$ cat config.mk
export PLATFORM = sky130hd
export DESIGN_NAME = fff_latch_reader
export DESIGN_NICKNAME = d
export VERILOG_FILES = /design/src/rtl/fff_latch_reader.sv
export SDC_FILE = /design/constraint.sdc
export NUM_CORES = 1
export LEC_CHECK = 0
export BUFFER_PORTS_ARGS = -buffer_cell sky130_fd_sc_hd__buf_2
export CORE_MARGIN = 4
export CORE_UTILIZATION = 50
export DETAILED_ROUTE_END_ITERATION = 10
export GPL_ROUTABILITY_DRIVEN = 0
export PLACE_DENSITY = 0.73
export SLEW_MARGIN = 0
export SYNTH_ARGS = -nofsm -noshare
export SYNTH_HDL_FRONTEND = slang
export SYNTH_SLANG_ARGS = --single-unit
$ cat constraint.sdc
create_clock -name clk -period 1.85 [get_ports clk]
set_clock_uncertainty 0.15 [all_clocks]
set_input_delay 0 -clock clk [delete_from_list [all_inputs] [get_ports clk]]
set_output_delay 0 -clock clk [all_outputs]
set_load 0.05 [all_outputs]
$ cat src/rtl/fff_latch_reader.sv
// fff_latch_reader: synchronises a quad button latch, arms/freezes it via en_a/en_b and resolves the first press.
// Optional answer-window timeout is built only when FFF_TIMEOUT_EN is defined.
module fff_latch_reader #(
  parameter int SYNC_STAGES    = 2,
  parameter int BUZZ_CYCLES    = 8,
  parameter int TIMEOUT_CYCLES = 1000
) (
  input  logic       clk,
  input  logic       rst,
  input  logic       start,
  input  logic       clear,
  input  logic [3:0] q,
  output logic       en_a,
  output logic       en_b,
  output logic       winner_valid,
  output logic [1:0] winner_id,
  output logic [3:0] winner_onehot,
  output logic       tie,
  output logic       buzzer,
  output logic       timeout,
  output logic [1:0] state
);
  typedef enum logic [1:0] {IDLE, FLUSH, ARMED, LOCKED} state_t;
  state_t     state_q, state_d;
  logic [3:0] sync_q [SYNC_STAGES];
  logic [3:0] qs, onehot_q, onehot_d;
  logic [1:0] id_q, id_d;
  logic [7:0] buzz_q, buzz_d;
  logic       en_q, en_d, valid_q, valid_d, tie_q, tie_d, timeout_q, timeout_d;
  logic       capture, expire;
  assign qs = sync_q[SYNC_STAGES-1];
  assign capture = (state_q == ARMED) && (qs != 4'd0);
`ifdef FFF_TIMEOUT_EN
  logic [15:0] tmo_q, tmo_d;
  // qs==0 in the expiry term makes a coincident press win over the timeout
  assign expire = (state_q == ARMED) && (qs == 4'd0) && (tmo_q == 16'(TIMEOUT_CYCLES - 1));
  always_comb tmo_d = (state_q == ARMED) ? tmo_q + 16'd1 : 16'd0;
  always_ff @(posedge clk or posedge rst)
    if (rst) tmo_q <= 16'd0;
    else     tmo_q <= tmo_d;
`else
  assign expire = 1'b0;
`endif
  always_comb begin
    state_d   = clear ? IDLE :
                (state_q == IDLE)  ? (start ? FLUSH : IDLE) :
                (state_q == FLUSH) ? ((qs == 4'd0) ? ARMED : FLUSH) :
                (state_q == ARMED) ? ((capture || expire) ? LOCKED : ARMED) : LOCKED;
    en_d      = (state_d == FLUSH) || (state_d == ARMED);
    valid_d   = clear ? 1'b0 : capture ? 1'b1 : valid_q;
    onehot_d  = clear ? 4'd0 : capture ? (qs & (~qs + 4'd1)) : onehot_q;
    id_d      = clear ? 2'd0 : capture ? (qs[0] ? 2'd0 : qs[1] ? 2'd1 : qs[2] ? 2'd2 : 2'd3) : id_q;
    tie_d     = clear ? 1'b0 : capture ? ((qs & (qs - 4'd1)) != 4'd0) : tie_q;
    timeout_d = clear ? 1'b0 : expire ? 1'b1 : timeout_q;
    buzz_d    = clear ? 8'd0 : capture ? 8'(BUZZ_CYCLES) : (buzz_q != 8'd0) ? buzz_q - 8'd1 : 8'd0;
  end
  always_ff @(posedge clk or posedge rst) begin
    if (rst) begin
      state_q   <= IDLE;
      en_q      <= 1'b0;
      valid_q   <= 1'b0;
      onehot_q  <= 4'd0;
      id_q      <= 2'd0;
      tie_q     <= 1'b0;
      timeout_q <= 1'b0;
      buzz_q    <= 8'd0;
      for (int i = 0; i < SYNC_STAGES; i++) sync_q[i] <= 4'd0;
    end else begin
      state_q   <= state_d;
      en_q      <= en_d;
      valid_q   <= valid_d;
      onehot_q  <= onehot_d;
      id_q      <= id_d;
      tie_q     <= tie_d;
      timeout_q <= timeout_d;
      buzz_q    <= buzz_d;
      sync_q[0] <= q;
      for (int i = 1; i < SYNC_STAGES; i++) sync_q[i] <= sync_q[i-1];
    end
  end
  assign en_a          = en_q;
  assign en_b          = en_q;
  assign winner_valid  = valid_q;
  assign winner_id     = id_q;
  assign winner_onehot = onehot_q;
  assign tie           = tie_q;
  assign buzzer        = buzz_q != 8'd0;
  assign timeout       = timeout_q;
  assign state         = state_q;
endmodule

==> results of run 1 <==
-- sequential cells by signal, indices dropped and copies added (netlist names) --
register and flops:
buzz_q 8, qs 4, sync_q 4, winner_onehot 4
state 2, winner_id 2, en_a 1, tie 1
winner_valid 1
-- cell families (layout without fill, tap and decap cells) --
| kind of cell | count (synthesis) | after routing |
|---|---|---|
| xor+xnor | 2 | 2 |
| simple gates | 56 | 56 |
| other cells | 1 | 1 |
| buf+inv | 8 | 37 |
| mux | 1 | 1 |
| fa+ha+maj | 1 | 1 |
| compound gates | 18 | 18 |
| flops | 27 | 27 |
-- worst paths after layout --
path	to	start
min reg2reg	qs[1]	sync_q[5]
min	buzz_q[7]	rst
max	buzzer	buzz_q[2]
max in group asynchronous	winner_valid	rst
min in group clk	sync_q[5]	q[1]
max reg2reg	buzz_q[5]	qs[0]
-- power groups by stage --
stage | clock network [W] | logic [W] | registers [W]
floorplan | 0 | 0.000470 | 0.000767
global placement | 0 | 0.000570 | 0.000762
detailed placement | 0 | 0.000587 | 0.000767
CTS | 0.000284 | 0.000600 | 0.000755
global route | 0.000304 | 0.000659 | 0.000767
finish | 0.000276 | 0.000603 | 0.000756
-- worst min-delay path: cells and delay by family --
kind | cells | cell delay [ns]
buf+inv | 4 | 1.00
-- metrics by stage --
stage | instances | setup slack [ns] | area, µm² | power (W)
after CTS | 171 | 0.0507 | 1390 | 0.00164
after detailed placement | 160 | 0.227 | 1280 | 0.00135
final | 171 | 0.0463 | 1390 | 0.00164
after floorplan | 114 | 0.172 | 1160 | 0.00124
after global routing | 171 | 0.00146 | 1390 | 0.00173
after global placement | 160 | 0.290 | 1280 | 0.00133
-- Yosys cell counts, drive strengths merged --
| cell type | number |
|---|---|
| nand2 | 16 |
| nor3b | 1 |
| nor3 | 3 |
| buf | 3 |
| clkbuf | 1 |
| dfrtp | 27 |
| nand3b | 2 |
| conb | 1 |
| nor2 | 20 |
| nand4b | 1 |
| mux2i | 1 |
| nor2b | 2 |
| a21oi | 15 |
| xor2 | 2 |
| o21ai | 2 |
| o31a | 1 |
| ha | 1 |
| and2b | 1 |
| nor4 | 2 |
| nand3 | 4 |
| inv | 4 |
| nand2b | 3 |
| or2 | 1 |
-- layer usage --
layer | track usage, % | vias up | share of wire (%)
met2 | 24.0 | 17 | 49
met5 | 0 | - | 0
li1 | - | 430 | -
met3 | 3.25 | 5 | 3.6
met4 | 6.10 | 0 | 2.1
met1 | 16.9 | 414 | 46
-- layout make-up --
type / instances / area share [%]
Clock buffer: 3 / 1.62
Clock inverter: 1 / 0.632
Inverter: 4 / 1.08
Multi-Input combinational cell: 79 / 32.0
Sequential cell: 27 / 48.7
Tap cell: 28 / 2.53
Timing Repair Buffer: 29 / 13.4
==> flow_summary.json, run 1 <==
{
  "synth_compound_area_share_pct": 8.09,
  "ys_ff_latch": 27,
  "slowest_delay_ns": 0.49,
  "wl_per_cell_um": 12.2,
  "firstDrtPassIters": 4,
  "start_util_pct": 52.4,
  "crit_buf_inv": 1,
  "synth_mux_area_share_pct": 0.863,
  "pwr-share-comb_pct": 36.9,
  "vdd_drop_max_mv": 0.792,
  "vias_per_cell": 5.06,
  "fin_util_pct": 62.7,
  "power.density_mw_per_mm2": 1180,
  "regArea_um2": 676,
  "drc": 0,
  "pwr-share-clk_pct": 16.9,
  "track_usage_pct": 14.1,
  "clk_transition_reported_paths_ns": 0.15,
  "synthesis.nets": 123,
  "yosysSeqAreaShare_pct": 58.3,
  "crit_required_ns": 1.70,
  "fin_nets": 153,
  "end_kind": "output pin",
  "grt_pass1_wl_mm": 3.49,
  "drtIter0Drc": 15,
  "hold_viol": 0,
  "grt_max_degree": 28,
  "core_area_mm2": 0.00221,
  "grt_pass1_vias": 808,
  "vias": 866,
  "slowest_stage": "dfrtp_1",
  "cts_tree": "built",
  "clockBufferDepth": 2,
  "pin_count": 22,
  "antenna_found_initial": 0,
  "post_cts_resized": 0,
  "wl_mm": 2.08,
  "dpl.hpwl_mm": 1.46,
  "synth_top_area_share_pct": 58.3,
  "yosys.area.top_type": "dfrtp_1",
  "grt-ovfl-total": 0,
  "yosys.area_share.simple_pct": 26.0,
  "synth_area_leaders": "dfrtp_1 (58%), a21oi_1 (6.5%), nor2_1 (6.5%)",
  "die_area_mm2": 0.00315,
  "cp-start-kind": "flop",
  "fmax_mhz": 554,
  "die_h_um": 56.2,
  "critPathMaxFanout": 6,
  "netlist_instances": 114,
  "area_growth_pct": 19.5,
  "postCtsSetupBuffers": 0,
  "sw_frac_of_total_pct": 39.8,
  "worst-r2r-setup-slack_ns": 0.21,
  "critPathArrivalTime_ns": 1.65,
  "setup_viol": 0,
  "port_buffers": 20,
  "hold_class": "input pin to async pin",
  "htree_levels": 1,
  "crit_chain": "nor4_4 > nand3_2 > buf_2",
  "hold_buffers": 7,
  "period_share_pct": 97.5,
  "final_common_cell": "dfrtp_1",
  "ant_nets": 0,
  "clk_latency_ns": 0.34,
  "fin_crit_ns": 1.80,
  "root_buffer": "clkbuf_4",
  "synth_fa_ha_area_share_pct": 1.08,
  "avgSynthCellArea_um2": 10.2,
  "final_cell_mix": "dfrtp_1 (27), nor2_1 (20), buf_2 (20)",
  "layout-drive-gt1-share_pct": 23.1,
  "hold_slack_ns": 0.0813,
  "antenna_cells": 0,
  "multi_input_area_um2": 444,
  "cts.sinks": 27,
  "power_leakage_nw": 0.684,
  "seqPwrFrac_pct": 46.2,
  "setup_tns_ns": 0,
  "fillerInstances": 198,
  "crit_family": "simple AND/OR/NAND/NOR gates",
  "maxSlewViolCount": 0,
  "synth_top_family_by_area": "simple AND/OR/NAND/NOR gates",
  "num_rows": 17,
  "critPathKind": "flop to output pin",
  "numCtsBuffers": 3,
  "synth.distinct_cells": 26,
  "synth_xor_area_share_pct": 1.51,
  "total_switching_power_w": 0.000651,
  "worst_r2r_path_depth": 4,
  "internal_power_w": 0.000985,
  "cap_violations": 0,
  "crit_cells": 3,
  "ys_warn_count": 0,
  "outcome": "complete, no violations",
  "syn_area_mm2": 0.00116,
  "rsz0062_at_grt": "no",
  "die_w_um": 56.2
}
Power figures use the tool's default switching activity.
==> run 2, diff against run 1 <==
MAX_ROUTING_LAYER = met4   (was unset)
REMOVE_ABC_BUFFERS = 1   (was unset)
==> flow_summary.json, run 2 (synthesis results as in run 1) <==
{
  "multi_input_area_um2": 444,
  "die_area_mm2": 0.00315,
  "use_met2_pct": 26.5,
  "htree_levels": 1,
  "power_leakage_nw": 0.686,
  "port_buffers": 20,
  "firstDrtPassIters": 4,
  "clockBufferDepth": 2,
  "seqPwrFrac_pct": 46.2,
  "track_usage_pct": 15.1,
  "numCtsBuffers": 3,
  "grt_max_degree": 28,
  "grt_busiest_layer": "met2",
  "crit_cells": 3,
  "root_buffer": "clkbuf_4",
  "cap_violations": 0,
  "crit_chain": "nor4_4 > nand3_2 > buf_2",
  "num_rows": 17,
  "cts.sinks": 27,
  "grt_pass1_wl_mm": 3.71,
  "die_w_um": 56.2,
  "top_register": "buzz_q",
  "setup_tns_ns": 0,
  "core_area_mm2": 0.00221,
  "sw_frac_of_total_pct": 38.9,
  "crit_required_ns": 1.70,
  "slowest_stage": "dfrtp_1",
  "clk_transition_reported_paths_ns": 0.13,
  "maxSlewViolCount": 0,
  "pre_cts_ws_ns": 0.229,
  "internal_power_w": 0.000998,
  "area_growth_pct": 19.7,
  "end_kind": "output pin",
  "vias_per_cell": 5.09,
  "outcome": "complete, no violations",
  "wl_mm": 2.09,
  "crit_buf_inv": 1,
  "worst_r2r_path_depth": 4,
  "crit_family": "simple AND/OR/NAND/NOR gates",
  "r2r_start": "qs[0]",
  "cts_tree": "built",
  "use_met3_pct": 2.78,
  "hold_slack_ns": 0.112,
  "power.density_mw_per_mm2": 1180,
  "pwr-share-comb_pct": 39.1,
  "grt_pass1_vias": 872,
  "worst-r2r-setup-slack_ns": 0.21,
  "vdd_drop_max_mv": 0.739,
  "fin_crit_ns": 1.69,
  "hold_viol": 0,
  "final_cells": 172,
  "p_total_w": 0.00163,
  "start_util_pct": 52.4,
  "rsz0062_at_grt": "no",
  "period_share_pct": 91.6,
  "hold_class": "input pin to async pin",
  "pin_count": 22,
  "layout-drive-gt1-share_pct": 22.9,
  "setup_viol": 0,
  "pwr-share-clk_pct": 14.7,
  "fin_nets": 154,
  "critPathMaxFanout": 6,
  "regArea_um2": 676,
  "reg2reg_to": "buzz_q[1]",
  "ant_nets": 0,
  "setup_slack_ns": 0.156,
  "cp-start-kind": "flop",
  "grt-ovfl-total": 0,
  "vias": 876,
  "final_common_cell": "dfrtp_1",
  "dpl.hpwl_mm": 1.55,
  "final_cell_mix": "dfrtp_1 (27), nor2_1 (20), buf_2 (20)",
  "slowest_delay_ns": 0.47,
  "critPathKind": "flop to output pin",
  "drc": 0,
  "critPathArrivalTime_ns": 1.54,
  "drtIter0Drc": 12,
  "largest_reg_flops": 8,
  "total_switching_power_w": 0.000637,
  "met1_usage_pct": 17.4,
  "antenna_found_initial": 0,
  "dpl.cell_count": 160,
  "antenna_cells": 0,
  "fillerInstances": 179,
  "clk_latency_ns": 0.31,
  "wl_per_cell_um": 12.2,
  "fmax_mhz": 590,
  "die_h_um": 56.2
}
## run 2: repair_timing
action / in CTS / in global routing
resized for setup: 0 / 1
hold buffers: 7 / 0
endpoints found under the setup margin: 0 / 1
hold endpoints to repair: 43 / 0
setup buffers: 0 / 1
## run 2: power by group through the flow
stage | sequential (W) | clock, W | combinational [W]
5_1_grt | 0.000768 | 0.000284 | 0.000713
2_1_floorplan | 0.000774 | 0 | 0.000444
6_report | 0.000755 | 0.000240 | 0.000640
4_1_cts | 0.000754 | 0.000250 | 0.000607
3_5_place_dp | 0.000766 | 0 | 0.000592
3_3_place_gp | 0.000760 | 0 | 0.000564
## run 2: metal layers
| metal | wire length [µm] | share of wire, % |
|---|---|---|
| met4 | 13 | 0.62 |
| met3 | 71 | 3.4 |
| met1 | 876 | 42 |
| met2 | 1130 | 54 |
| met5 | 0 | 0 |
## run 2: worst min-delay path, stage by stage
cell and delay (ns):
dlygate4sd3_1 0.53, buf_2 0.12, inv_1 0.04, buf_4 0.30
## run 2: worst max-delay path by stage
stage	end	slack, ns	startpoint
after global routing	winner_id[0]	0.03	qs[0]
after CTS	buzzer	0.02	buzz_q[3]
final	buzzer	0.16	buzz_q[2]
after floorplan	buzz_q[0]	-0.02	buzz_q[3]
after global placement	winner_onehot[1]	0.29	qs[0]
after detailed placement	buzz_q[1]	0.23	qs[0]
## run 2: area by class of cell
cell class / count / share of cell area, %
well taps: 28 / 2.52
clock buffers: 4 / 1.89
repair buffers: 30 / 13.9
flip-flops and latches: 27 / 48.6
inverters: 4 / 1.08
multi-input cells: 79 / 32.0
## run 2: per-stage QoR
| stage | utilization, % | instance area [µm²] |
|---|---|---|
| finish | 62.8 | 1390 |
| global route | 62.8 | 1390 |
| CTS | 62.2 | 1380 |
| detailed placement | 57.9 | 1280 |
| global placement | 57.9 | 1280 |
| floorplan | - | 1130 |
